File: config.mk
export PLATFORM = sky130hd
export DESIGN_NAME = dmem_arbiter_flat
export DESIGN_NICKNAME = d
export VERILOG_FILES = /design/src/rtl/dmem_arbiter_if.sv /design/src/rtl/dmem_arbiter.sv /design/src/flat_wrapper.sv
export SDC_FILE = /design/constraint.sdc
export NUM_CORES = 1
export LEC_CHECK = 0
export BUFFER_PORTS_ARGS = -buffer_cell sky130_fd_sc_hd__buf_2
export CAP_MARGIN = 15
export CORE_AREA = 2 2 99 101
export DETAILED_ROUTE_END_ITERATION = 10
export DIE_AREA = 0 0 101 103
export SYNTH_ARGS = -nofsm -noshare
export SYNTH_HDL_FRONTEND = slang
export SYNTH_SLANG_ARGS = --single-unit
File: constraint.sdc
create_clock -name clk -period 1.7 [get_ports clk]
set_input_delay 0.17 -clock clk [delete_from_list [all_inputs] [get_ports clk]]
set_output_delay 0.17 -clock clk [all_outputs]
set_load 0.05 [all_outputs]
File: src/rtl/dmem_arbiter_if.sv
// dmem_arbiter_if: port A, port B and memory command signals of the data memory arbiter
interface dmem_arbiter_if #(
   parameter int ADDR_WIDTH = 13,
   parameter int DATA_WIDTH = 32
);
   logic                    a_req, a_we, a_gnt, a_rvalid;
   logic [DATA_WIDTH/8-1:0] a_be;
   logic [ADDR_WIDTH-1:0]   a_addr;
   logic [DATA_WIDTH-1:0]   a_wdata, a_rdata;
   logic                    b_req, b_we, b_lock, b_gnt, b_rvalid;
   logic [DATA_WIDTH/8-1:0] b_be;
   logic [ADDR_WIDTH-1:0]   b_addr;
   logic [DATA_WIDTH-1:0]   b_wdata, b_rdata;
   logic                    mem_en, mem_we;
   logic [DATA_WIDTH/8-1:0] mem_be;
   logic [ADDR_WIDTH-1:0]   mem_addr;
   logic [DATA_WIDTH-1:0]   mem_wdata, mem_rdata;
   modport slave (
      input  a_req, a_we, a_be, a_addr, a_wdata,
      input  b_req, b_we, b_lock, b_be, b_addr, b_wdata,
      input  mem_rdata,
      output a_gnt, a_rvalid, a_rdata, b_gnt, b_rvalid, b_rdata,
      output mem_en, mem_we, mem_be, mem_addr, mem_wdata
   );
   modport master (
      output a_req, a_we, a_be, a_addr, a_wdata,
      output b_req, b_we, b_lock, b_be, b_addr, b_wdata,
      output mem_rdata,
      input  a_gnt, a_rvalid, a_rdata, b_gnt, b_rvalid, b_rdata,
      input  mem_en, mem_we, mem_be, mem_addr, mem_wdata
   );
endinterface

File: src/rtl/dmem_arbiter.sv
// dmem_arbiter: two-port arbiter for the shared L1 data memory, A priority with B anti-starvation and B burst lock
module dmem_arbiter #(
   parameter int ADDR_WIDTH = 13,
   parameter int DATA_WIDTH = 32,
   parameter int MAX_WAIT   = 4
) (
   input logic           clk,
   input logic           reset_n,
   dmem_arbiter_if.slave bus
);
   localparam int BW = DATA_WIDTH / 8;
   localparam logic [3:0] MW = 4'(MAX_WAIT);
   typedef enum logic [1:0] {A_PRIO, B_FORCE, B_LOCK} state_t;
   state_t                state;
   logic [3:0]            wait_cnt, wait_nxt;
   logic                  a_gnt, b_gnt, a_rvalid, b_rvalid, mem_we;
   logic [BW-1:0]         mem_be;
   logic [ADDR_WIDTH-1:0] mem_addr;
   logic [DATA_WIDTH-1:0] mem_wdata;
   // Grant selection, command mux and next wait count; nothing is granted while reset is held
   always_comb begin
      b_gnt     = reset_n & bus.b_req & ((state != A_PRIO) | ~bus.a_req);
      a_gnt     = reset_n & bus.a_req & ~b_gnt;
      mem_we    = a_gnt ? bus.a_we : b_gnt & bus.b_we;
      mem_be    = a_gnt ? bus.a_be : b_gnt ? bus.b_be : '0;
      mem_addr  = a_gnt ? bus.a_addr : b_gnt ? bus.b_addr : '0;
      mem_wdata = a_gnt ? bus.a_wdata : b_gnt ? bus.b_wdata : '0;
      wait_nxt  = b_gnt ? 4'd0 : (bus.b_req && wait_cnt != MW) ? wait_cnt + 4'd1 : wait_cnt;
   end
   // FSM, B starvation counter and per-port read-valid flags
   always_ff @(posedge clk or negedge reset_n) begin
      if (!reset_n) begin
         state    <= A_PRIO;
         wait_cnt <= '0;
         a_rvalid <= 1'b0;
         b_rvalid <= 1'b0;
      end else begin
         state    <= (b_gnt & bus.b_lock) ? B_LOCK : (state == A_PRIO && wait_nxt == MW) ? B_FORCE : A_PRIO;
         wait_cnt <= wait_nxt;
         a_rvalid <= a_gnt & ~bus.a_we;
         b_rvalid <= b_gnt & ~bus.b_we;
      end
   end
   assign bus.a_gnt     = a_gnt;
   assign bus.b_gnt     = b_gnt;
   assign bus.a_rvalid  = a_rvalid;
   assign bus.b_rvalid  = b_rvalid;
   assign bus.a_rdata   = a_rvalid ? bus.mem_rdata : '0;
   assign bus.b_rdata   = b_rvalid ? bus.mem_rdata : '0;
   assign bus.mem_en    = a_gnt | b_gnt;
   assign bus.mem_we    = mem_we;
   assign bus.mem_be    = mem_be;
   assign bus.mem_addr  = mem_addr;
   assign bus.mem_wdata = mem_wdata;
endmodule

File: src/flat_wrapper.sv
// flat-port wrapper written by rule: the top's interface ports become plain ports
module dmem_arbiter_flat 
#(
   parameter int ADDR_WIDTH = 13,
   parameter int DATA_WIDTH = 32,
   parameter int MAX_WAIT   = 4
)
  (clk, reset_n, bus_a_req, bus_a_we, bus_a_be, bus_a_addr, bus_a_wdata, bus_b_req, bus_b_we, bus_b_lock, bus_b_be, bus_b_addr, bus_b_wdata, bus_mem_rdata, bus_a_gnt, bus_a_rvalid, bus_a_rdata, bus_b_gnt, bus_b_rvalid, bus_b_rdata, bus_mem_en, bus_mem_we, bus_mem_be, bus_mem_addr, bus_mem_wdata);
  dmem_arbiter_if #(.ADDR_WIDTH(ADDR_WIDTH), .DATA_WIDTH(DATA_WIDTH)) bus_i ();
  input logic clk;
  input logic reset_n;
  input wire logic [$bits(bus_i.a_req)-1:0] bus_a_req;
  input wire logic [$bits(bus_i.a_we)-1:0] bus_a_we;
  input wire logic [$bits(bus_i.a_be)-1:0] bus_a_be;
  input wire logic [$bits(bus_i.a_addr)-1:0] bus_a_addr;
  input wire logic [$bits(bus_i.a_wdata)-1:0] bus_a_wdata;
  input wire logic [$bits(bus_i.b_req)-1:0] bus_b_req;
  input wire logic [$bits(bus_i.b_we)-1:0] bus_b_we;
  input wire logic [$bits(bus_i.b_lock)-1:0] bus_b_lock;
  input wire logic [$bits(bus_i.b_be)-1:0] bus_b_be;
  input wire logic [$bits(bus_i.b_addr)-1:0] bus_b_addr;
  input wire logic [$bits(bus_i.b_wdata)-1:0] bus_b_wdata;
  input wire logic [$bits(bus_i.mem_rdata)-1:0] bus_mem_rdata;
  output wire logic [$bits(bus_i.a_gnt)-1:0] bus_a_gnt;
  output wire logic [$bits(bus_i.a_rvalid)-1:0] bus_a_rvalid;
  output wire logic [$bits(bus_i.a_rdata)-1:0] bus_a_rdata;
  output wire logic [$bits(bus_i.b_gnt)-1:0] bus_b_gnt;
  output wire logic [$bits(bus_i.b_rvalid)-1:0] bus_b_rvalid;
  output wire logic [$bits(bus_i.b_rdata)-1:0] bus_b_rdata;
  output wire logic [$bits(bus_i.mem_en)-1:0] bus_mem_en;
  output wire logic [$bits(bus_i.mem_we)-1:0] bus_mem_we;
  output wire logic [$bits(bus_i.mem_be)-1:0] bus_mem_be;
  output wire logic [$bits(bus_i.mem_addr)-1:0] bus_mem_addr;
  output wire logic [$bits(bus_i.mem_wdata)-1:0] bus_mem_wdata;
  assign bus_i.a_req = bus_a_req;
  assign bus_i.a_we = bus_a_we;
  assign bus_i.a_be = bus_a_be;
  assign bus_i.a_addr = bus_a_addr;
  assign bus_i.a_wdata = bus_a_wdata;
  assign bus_i.b_req = bus_b_req;
  assign bus_i.b_we = bus_b_we;
  assign bus_i.b_lock = bus_b_lock;
  assign bus_i.b_be = bus_b_be;
  assign bus_i.b_addr = bus_b_addr;
  assign bus_i.b_wdata = bus_b_wdata;
  assign bus_i.mem_rdata = bus_mem_rdata;
  assign bus_a_gnt = bus_i.a_gnt;
  assign bus_a_rvalid = bus_i.a_rvalid;
  assign bus_a_rdata = bus_i.a_rdata;
  assign bus_b_gnt = bus_i.b_gnt;
  assign bus_b_rvalid = bus_i.b_rvalid;
  assign bus_b_rdata = bus_i.b_rdata;
  assign bus_mem_en = bus_i.mem_en;
  assign bus_mem_we = bus_i.mem_we;
  assign bus_mem_be = bus_i.mem_be;
  assign bus_mem_addr = bus_i.mem_addr;
  assign bus_mem_wdata = bus_i.mem_wdata;
  dmem_arbiter #(.ADDR_WIDTH(ADDR_WIDTH), .DATA_WIDTH(DATA_WIDTH), .MAX_WAIT(MAX_WAIT)) u_core (.clk(clk), .reset_n(reset_n), .bus(bus_i));
endmodule
==> metrics.txt, run 1 <==
Synthesis Warnings=0; FF-to-FF End=u_core.state[0]$_DFF_PN0_; placed cell count=532; clock slew at reported path FFs=0.04 ns; Logic pwr share=77.9%; WL/cell=14.9 um; post-synthesis mux area share=1.55%; Post-Layout Cell Count=541; top cells by count, synth=65 x and2_1, 49 x a22o_1, 8 x dfrtp_1, 6 x buf_4, 6 x clkbuf_1; Worst Hold Path Cells=2; Pre-Repair DR Iteration Count=4; row cnt=36; Vias/cell=4.27; grt met1 use=14.0%; P per Cell Area=722 nW/um^2; met2 Use GR=22.8%; Hold WC Path Type=primary input to register; Arrival @ worst endpoint=1.55 ns; worst r2r src=u_core.wait_cnt[0]$_DFF_PN0_; P_sw=1260 uW; period utilization=101%; #FFs+latches synth=8; clock buffer count from CTS=3; # setup viols final=11; die width=101 um; CP max FO=13; outcome=complete, but fails checks; Final min period=1.72 ns; HPWL Detailed=6430 um; Synth top area share=31.2%; clock latency at the later pin of the worst-skew pair=0.23 ns; reg-to-reg setup timing slack=0.12 ns; Slew headroom=72.2%; switch share=52.6%; Crit path required time=1.53 ns; FF/Latch Area=200 um^2; vias in the first global route=1,998; Distinct cells, synth=27; largest net degree at the start of global routing=52; drt total wl=8070 um; CP Launch Type=register; first-pass GRT wire length=9850 um; failing checks=setup timing; worst hold margin=0.103 ns; final worst setup slack=-0.0200 ns; initial antenna violation count=1; Hold Path End=u_core.bus.a_rvalid$_DFF_PN0_; MaxCap Viol Count=0; RSZ-0062 raised after global routing=true; hold_sp=bus_a_we; antenna cells=0; top achievable clock speed=0.581 GHz; Leakage Power=0.00195 uW; FFs w/ async S/R, synth=100%; Synth Flop Type=dfrtp_1; Placement Setup Slack=0.0827 ns; RD Place Congestion=0.939; ANT nets after route=0; simple logic cell fraction of the synthesized area=37.1%; maximum clock insertion buffer count=2; die area=10,400 um^2; GRT busiest layer=met2; Initial Util=14.5%; Synth Area in XOR/XNOR=0.637%; Root Driver=clkbuf_8; Syn Area/Cell=7.90 um^2; Max VDD drop=0.291 mV; GRT overflow=0; CP Class=register to output pin; Multi-input gate area=1100 um^2; most common cell in the netlist=and2_1; gr usage total=11.9%; worst slew pin tran=0.412 ns; Cells after Synth=174; Synth area leader=a22o_1; H-tree depth=1; grt met3 use=2.44%; P_int=1140 uW; clk sinks=8; Synth Net Count=313; Initial DRC Count=91; fillers=971; Post-synth EDFFs=0; final layout net count=568; share of cells above drive strength 1=66.0%; Area Growth Syn to Fin=142%; main combinational cell family by area after synthesis=simple AND/OR/NAND/NOR gates; Final Hold Fails=0; Via Count=2,312; IO Port Bufs=255; core area=9460 um^2; sequential area share after synthesis=14.6%; Seq pwr share=12.7%; clock group share of total power=9.4%; compound-gate portion of the synthesized area=34.5%; cells on worst reg2reg path=6; Final Skew=0.00113 ns; Worst Setup End Kind=output pin; post-synthesis adder-cell area fraction=1.82%; max-slew violations=0; I/O pin count=256; Die H=103 um; CTS tree=done; # DRC=0; largest cells by area after synthesis=a22o_1 31%, and2_1 30%, dfrtp_1 15%, buf_4 3.3%, buf_6 2.5%; Post-Syn Area=1380 um^2
power by group through the flow:
stage	logic, uW	clock network (uW)	registers [uW]
3_5_place_dp	1630	0	305
6_report	1870	226	305
4_1_cts	1800	233	304
5_1_grt	1970	239	315
3_3_place_gp	1610	0	301
2_1_floorplan	1120	0	305
how the worst max path moves through the flow:
stage | from | endpoint | slack [ns] | cells after the start
finish | u_core.state[1]$_DFF_PN0_ | bus_mem_wdata[28] | -0.02 | 5
CTS | u_core.state[1]$_DFF_PN0_ | bus_mem_be[2] | -0.08 | 5
floorplan | u_core.state[1]$_DFF_PN0_ | bus_mem_addr[10] | 0.08 | 5
global placement | u_core.state[1]$_DFF_PN0_ | bus_mem_wdata[28] | 0.09 | 5
detailed placement | bus_b_req | bus_mem_wdata[26] | 0.08 | 6
global route | u_core.state[1]$_DFF_PN0_ | bus_mem_wdata[9] | -0.09 | 5
repair_timing:
action / CTS / global route
setup endpoints to repair: 49 / 51
hold endpoints to repair: 8 / 0
cloned: 0 / 3
pin swaps: 6 / 1
resized for setup: 84 / 12
hold buffers: 1 / 0
setup buffers: 2 / 0
through the flow:
stage / cell area [um^2] / setup TNS, ns / util [%] / total power, uW
floorplan: 1380 / 0 / - / 1430
global placement: 2870 / 0 / 30.4 / 1910
detailed placement: 2870 / 0 / 30.4 / 1940
CTS: 3200 / -1.14 / 33.8 / 2340
global route: 3320 / -2.70 / 35.1 / 2530
finish: 3320 / -0.109 / 35.1 / 2400
cells in the final DEF (no fill, tap or decap), types with 2 or more instances in the layout:
cell type / Yosys / routed
nand3_1: 2 / 2
buf_8: 0 / 2
buf_2: 3 / 204
a21oi_1: 2 / 2
nor2_1: 2 / 2
dfrtp_1: 8 / 8
buf_6: 3 / 41
nor2b_1: 4 / 4
clkbuf_8: 0 / 3
a22o_4: 0 / 5
a22o_1: 49 / 44
nand2_1: 3 / 3
inv_1: 5 / 5
ha_1: 2 / 2
buf_12: 0 / 9
clkbuf_16: 0 / 2
buf_4: 6 / 8
and2_1: 65 / 65
layout make-up:
type	instances	share of cell area, %
sequential	8	6.02
tap	114	4.29
inverter	5	0.565
timing repair buffer	268	54.8
clock buffer	3	1.24
multi-input combinational	143	33.1
cells by family after synthesis:
group           after synthesis
xor+xnor                      1
compound gates               56
buf+inv                      23
fa+ha+maj                     2
mux                           2
simple gates                 82
flops                         8
registers in the layout, indices dropped and copies added (netlist names):
signal	flops
u_core.wait_cnt	4
u_core.bus.a_rvalid	1
u_core.bus.b_rvalid	1
u_core.state	2
layer usage:
layer | up-vias | part of all wire (%)
met5 | - | 0.16
met4 | 2 | 0.53
li1 | 1129 | -
met2 | 163 | 52
met1 | 1010 | 38
met3 | 8 | 9.7
worst max-delay path, stage by stage (launching register included):
cell and delay [ns]:
dfrtp_1 0.38, o21ai_1 0.13, and3_4 0.27, clkbuf_16 0.20, a22o_1 0.17, buf_6 0.17
(Power assumes the default switching activity.)
==> run 2: changes to the inputs <==
- clock period: 1.7 -> 1.6 ns (I/O delays scaled with it)
==> run 2 against run 1 <==
The flow still finishes with violations (setup timing). Hold slack got worse by 0.0085 ns. Cell count is 0.18% lower. Combinational power up 5%. Clock power is 12% higher. Via count up 0.65%. Die area unchanged. Total power rose by 6.6%. Worst setup slack worse by 0.10 ns. Clock skew rose by 0.0012 ns. Critical path type unchanged. Utilization fell by 0.40 points. Routed wire length decreased by 9.5%.
==> metrics.txt, run 2 (same netlist as run 1, synthesis figures left out) <==
clock buffer count from CTS=3 (unchanged); Leakage Power=0.00193 uW (-1.1%); MaxCap Viol Count=0 (unchanged); final worst setup slack=-0.121 ns (-0.101 ns); initial antenna violation count=0 (-1); slowest CP cell=dfrtp_1; overall power=2560 uW (+6.6%); Hold Path End=u_core.bus.b_rvalid$_DFF_PN0_; Placement Setup Slack=0.0144 ns (-0.0682 ns); die width=101 um (unchanged); Final Hold Fails=0 (unchanged); Area Growth Syn to Fin=139%; # setup viols final=49 (+38); clk sinks=8 (unchanged); clock slew at reported path FFs=0.04 ns (about the same); I/O pin count=256 (unchanged); Initial DRC Count=65 (-29%); Die H=103 um (unchanged); RSZ-0062 raised after global routing=true; CP Launch Type=register; clock latency at the later pin of the worst-skew pair=0.24 ns (about the same); Initial Util=14.5% (unchanged); CP delay by family, top=flip-flops; Most flops, register=u_core.wait_cnt; hold_sp=bus_b_we; ANT nets after route=0 (unchanged); core area=9460 um^2 (unchanged); Max VDD drop=0.373 mV (+28%); Final min period=1.72 ns; RD Place Congestion=0.867 (-7.7%); Bufs and invs on worst path=2 (unchanged); # DRC=0 (unchanged); Final Skew=0.00237 ns (+0.00124 ns); first-pass GRT wire length=9610 um (-2.5%); Pre-Repair DR Iteration Count=4 (unchanged); Post-Layout Cell Count=540 (-0.18%); WL/cell=13.5 um (-9.3%); CP cell instances=o21ai_1 -> and3_4 -> buf_12 -> a22o_1 -> buf_6; failing checks=setup timing; top flop regs=u_core.wait_cnt (4), u_core.state (2); H-tree depth=1 (unchanged); P per Cell Area=778 nW/um^2 (+7.8%); most common cell after layout, fill and taps aside=buf_2; CP max FO=26 (+13); Hold WC Path Type=primary input to register; top achievable clock speed=0.581 GHz; reg-to-reg setup timing slack=0.05 ns (-0.07 ns); largest net degree at the start of global routing=39 (-25%); max-slew violations=0 (unchanged); CP max stage delay=0.39 ns (about the same); Slew headroom=69.4% (-2.7 points); crit path launch=u_core.state[1]$_DFF_PN0_; Arrival @ worst endpoint=1.56 ns (about the same); Root Driver=clkbuf_8; vias in the first global route=2,028 (+1.5%); cells on worst reg2reg path=5 (-1); die area=10,400 um^2 (unchanged); period utilization=108%; Worst Hold Path Cells=2 (unchanged); commonest non-fill, non-tap cells in the layout=204 x buf_2, 65 x and2_1, 43 x buf_6; max FFs per register=4 (unchanged); worst slew pin tran=0.453 ns (+0.0405 ns); row cnt=36 (unchanged); Worst Setup End Kind=output pin; final core occ=34.7% (-0.40 points); Crit path required time=1.44 ns (-0.09 ns); HPWL Detailed=6130 um (-4.7%); Vias/cell=4.31 (+0.84%); drt total wl=7300 um (-9.5%); share of cells above drive strength 1=67.6% (+1.6 points); IO Port Bufs=255 (unchanged); worst hold margin=0.0944 ns (-0.00848 ns); placed cell count=533 (+0.19%); GRT overflow=0 (unchanged); Via Count=2,327 (+0.65%); antenna cells=0 (unchanged); worst r2r src=u_core.state[1]$_DFF_PN0_; CTS tree=done; fillers=980 (+0.93%); outcome=complete, but fails checks; CP Class=register to output pin; FF-to-FF End=u_core.state[0]$_DFF_PN0_; gr usage total=11.8% (-0.17 points); maximum clock insertion buffer count=2 (unchanged); final layout net count=567 (-0.18%)
[run 2: cell types whose count changed in the layout (fill, tap and decap cells not counted), sizes merged]
cell    delta
buf        +2
clkbuf     -3
[run 2: worst max path at each step]
stage	endpoint	slack (ns)	cells after the start
finish	bus_mem_wdata[2]	-0.12	5
global route	bus_mem_wdata[11]	-0.16	5
CTS	bus_mem_wdata[28]	-0.12	5
detailed placement	bus_mem_be[3]	0.01	5
global placement	bus_mem_be[3]	0.005	5
floorplan	bus_mem_addr[12]	0.04	5
[run 2: per-layer routing]
layer / track usage, % / vias up / wire length, um
met5: 0 / - / 0
met4: 4.37 / 0 / 160
met3: 1.69 / 15 / 703
met2: 23.2 / 174 / 3780
met1: 12.6 / 1012 / 2650
li1: - / 1126 / -
[run 2: layout make-up]
cell class / count / area, um^2 / area share [%]
flip-flops and latches: 8 / 200 / 6.09
clock buffers: 3 / 41.3 / 1.26
repair buffers: 267 / 1790 / 54.5
inverters: 5 / 18.8 / 0.571
multi-input cells: 143 / 1090 / 33.2
well taps: 114 / 143 / 4.34
[run 2: power breakdown]
part	total (uW)	internal [uW]	leakage, uW	switching [uW]
sequential	329	265	0.000105	64.1
clock	254	164	0.0000216	90.4
combinational	1970	787	0.00180	1190
[run 2: timing repair]
action	CTS	global route
cloned	1	0
hold endpoints to repair	8	0
buffers inserted	0	2
pin swaps	2	4
setup endpoints to repair	51	52
hold buffers	1	0
gates resized for setup	90	5
[run 2: metrics by stage]
stage	setup TNS (ns)	instance area (um^2)
after floorplan	0	1390
after global placement	0	2890
after detailed placement	0	2890
after CTS	-4.79	3240
after global routing	-6.69	3290
final	-4.36	3290
[run 2: worst register-to-register path, cell delays in order, from the launching register on]
cell	delay, ns
dfrtp_1	0.39
nor2_2	0.17
a21oi_4	0.09
buf_4	0.16
or3_4	0.39
nor4_2	0.25
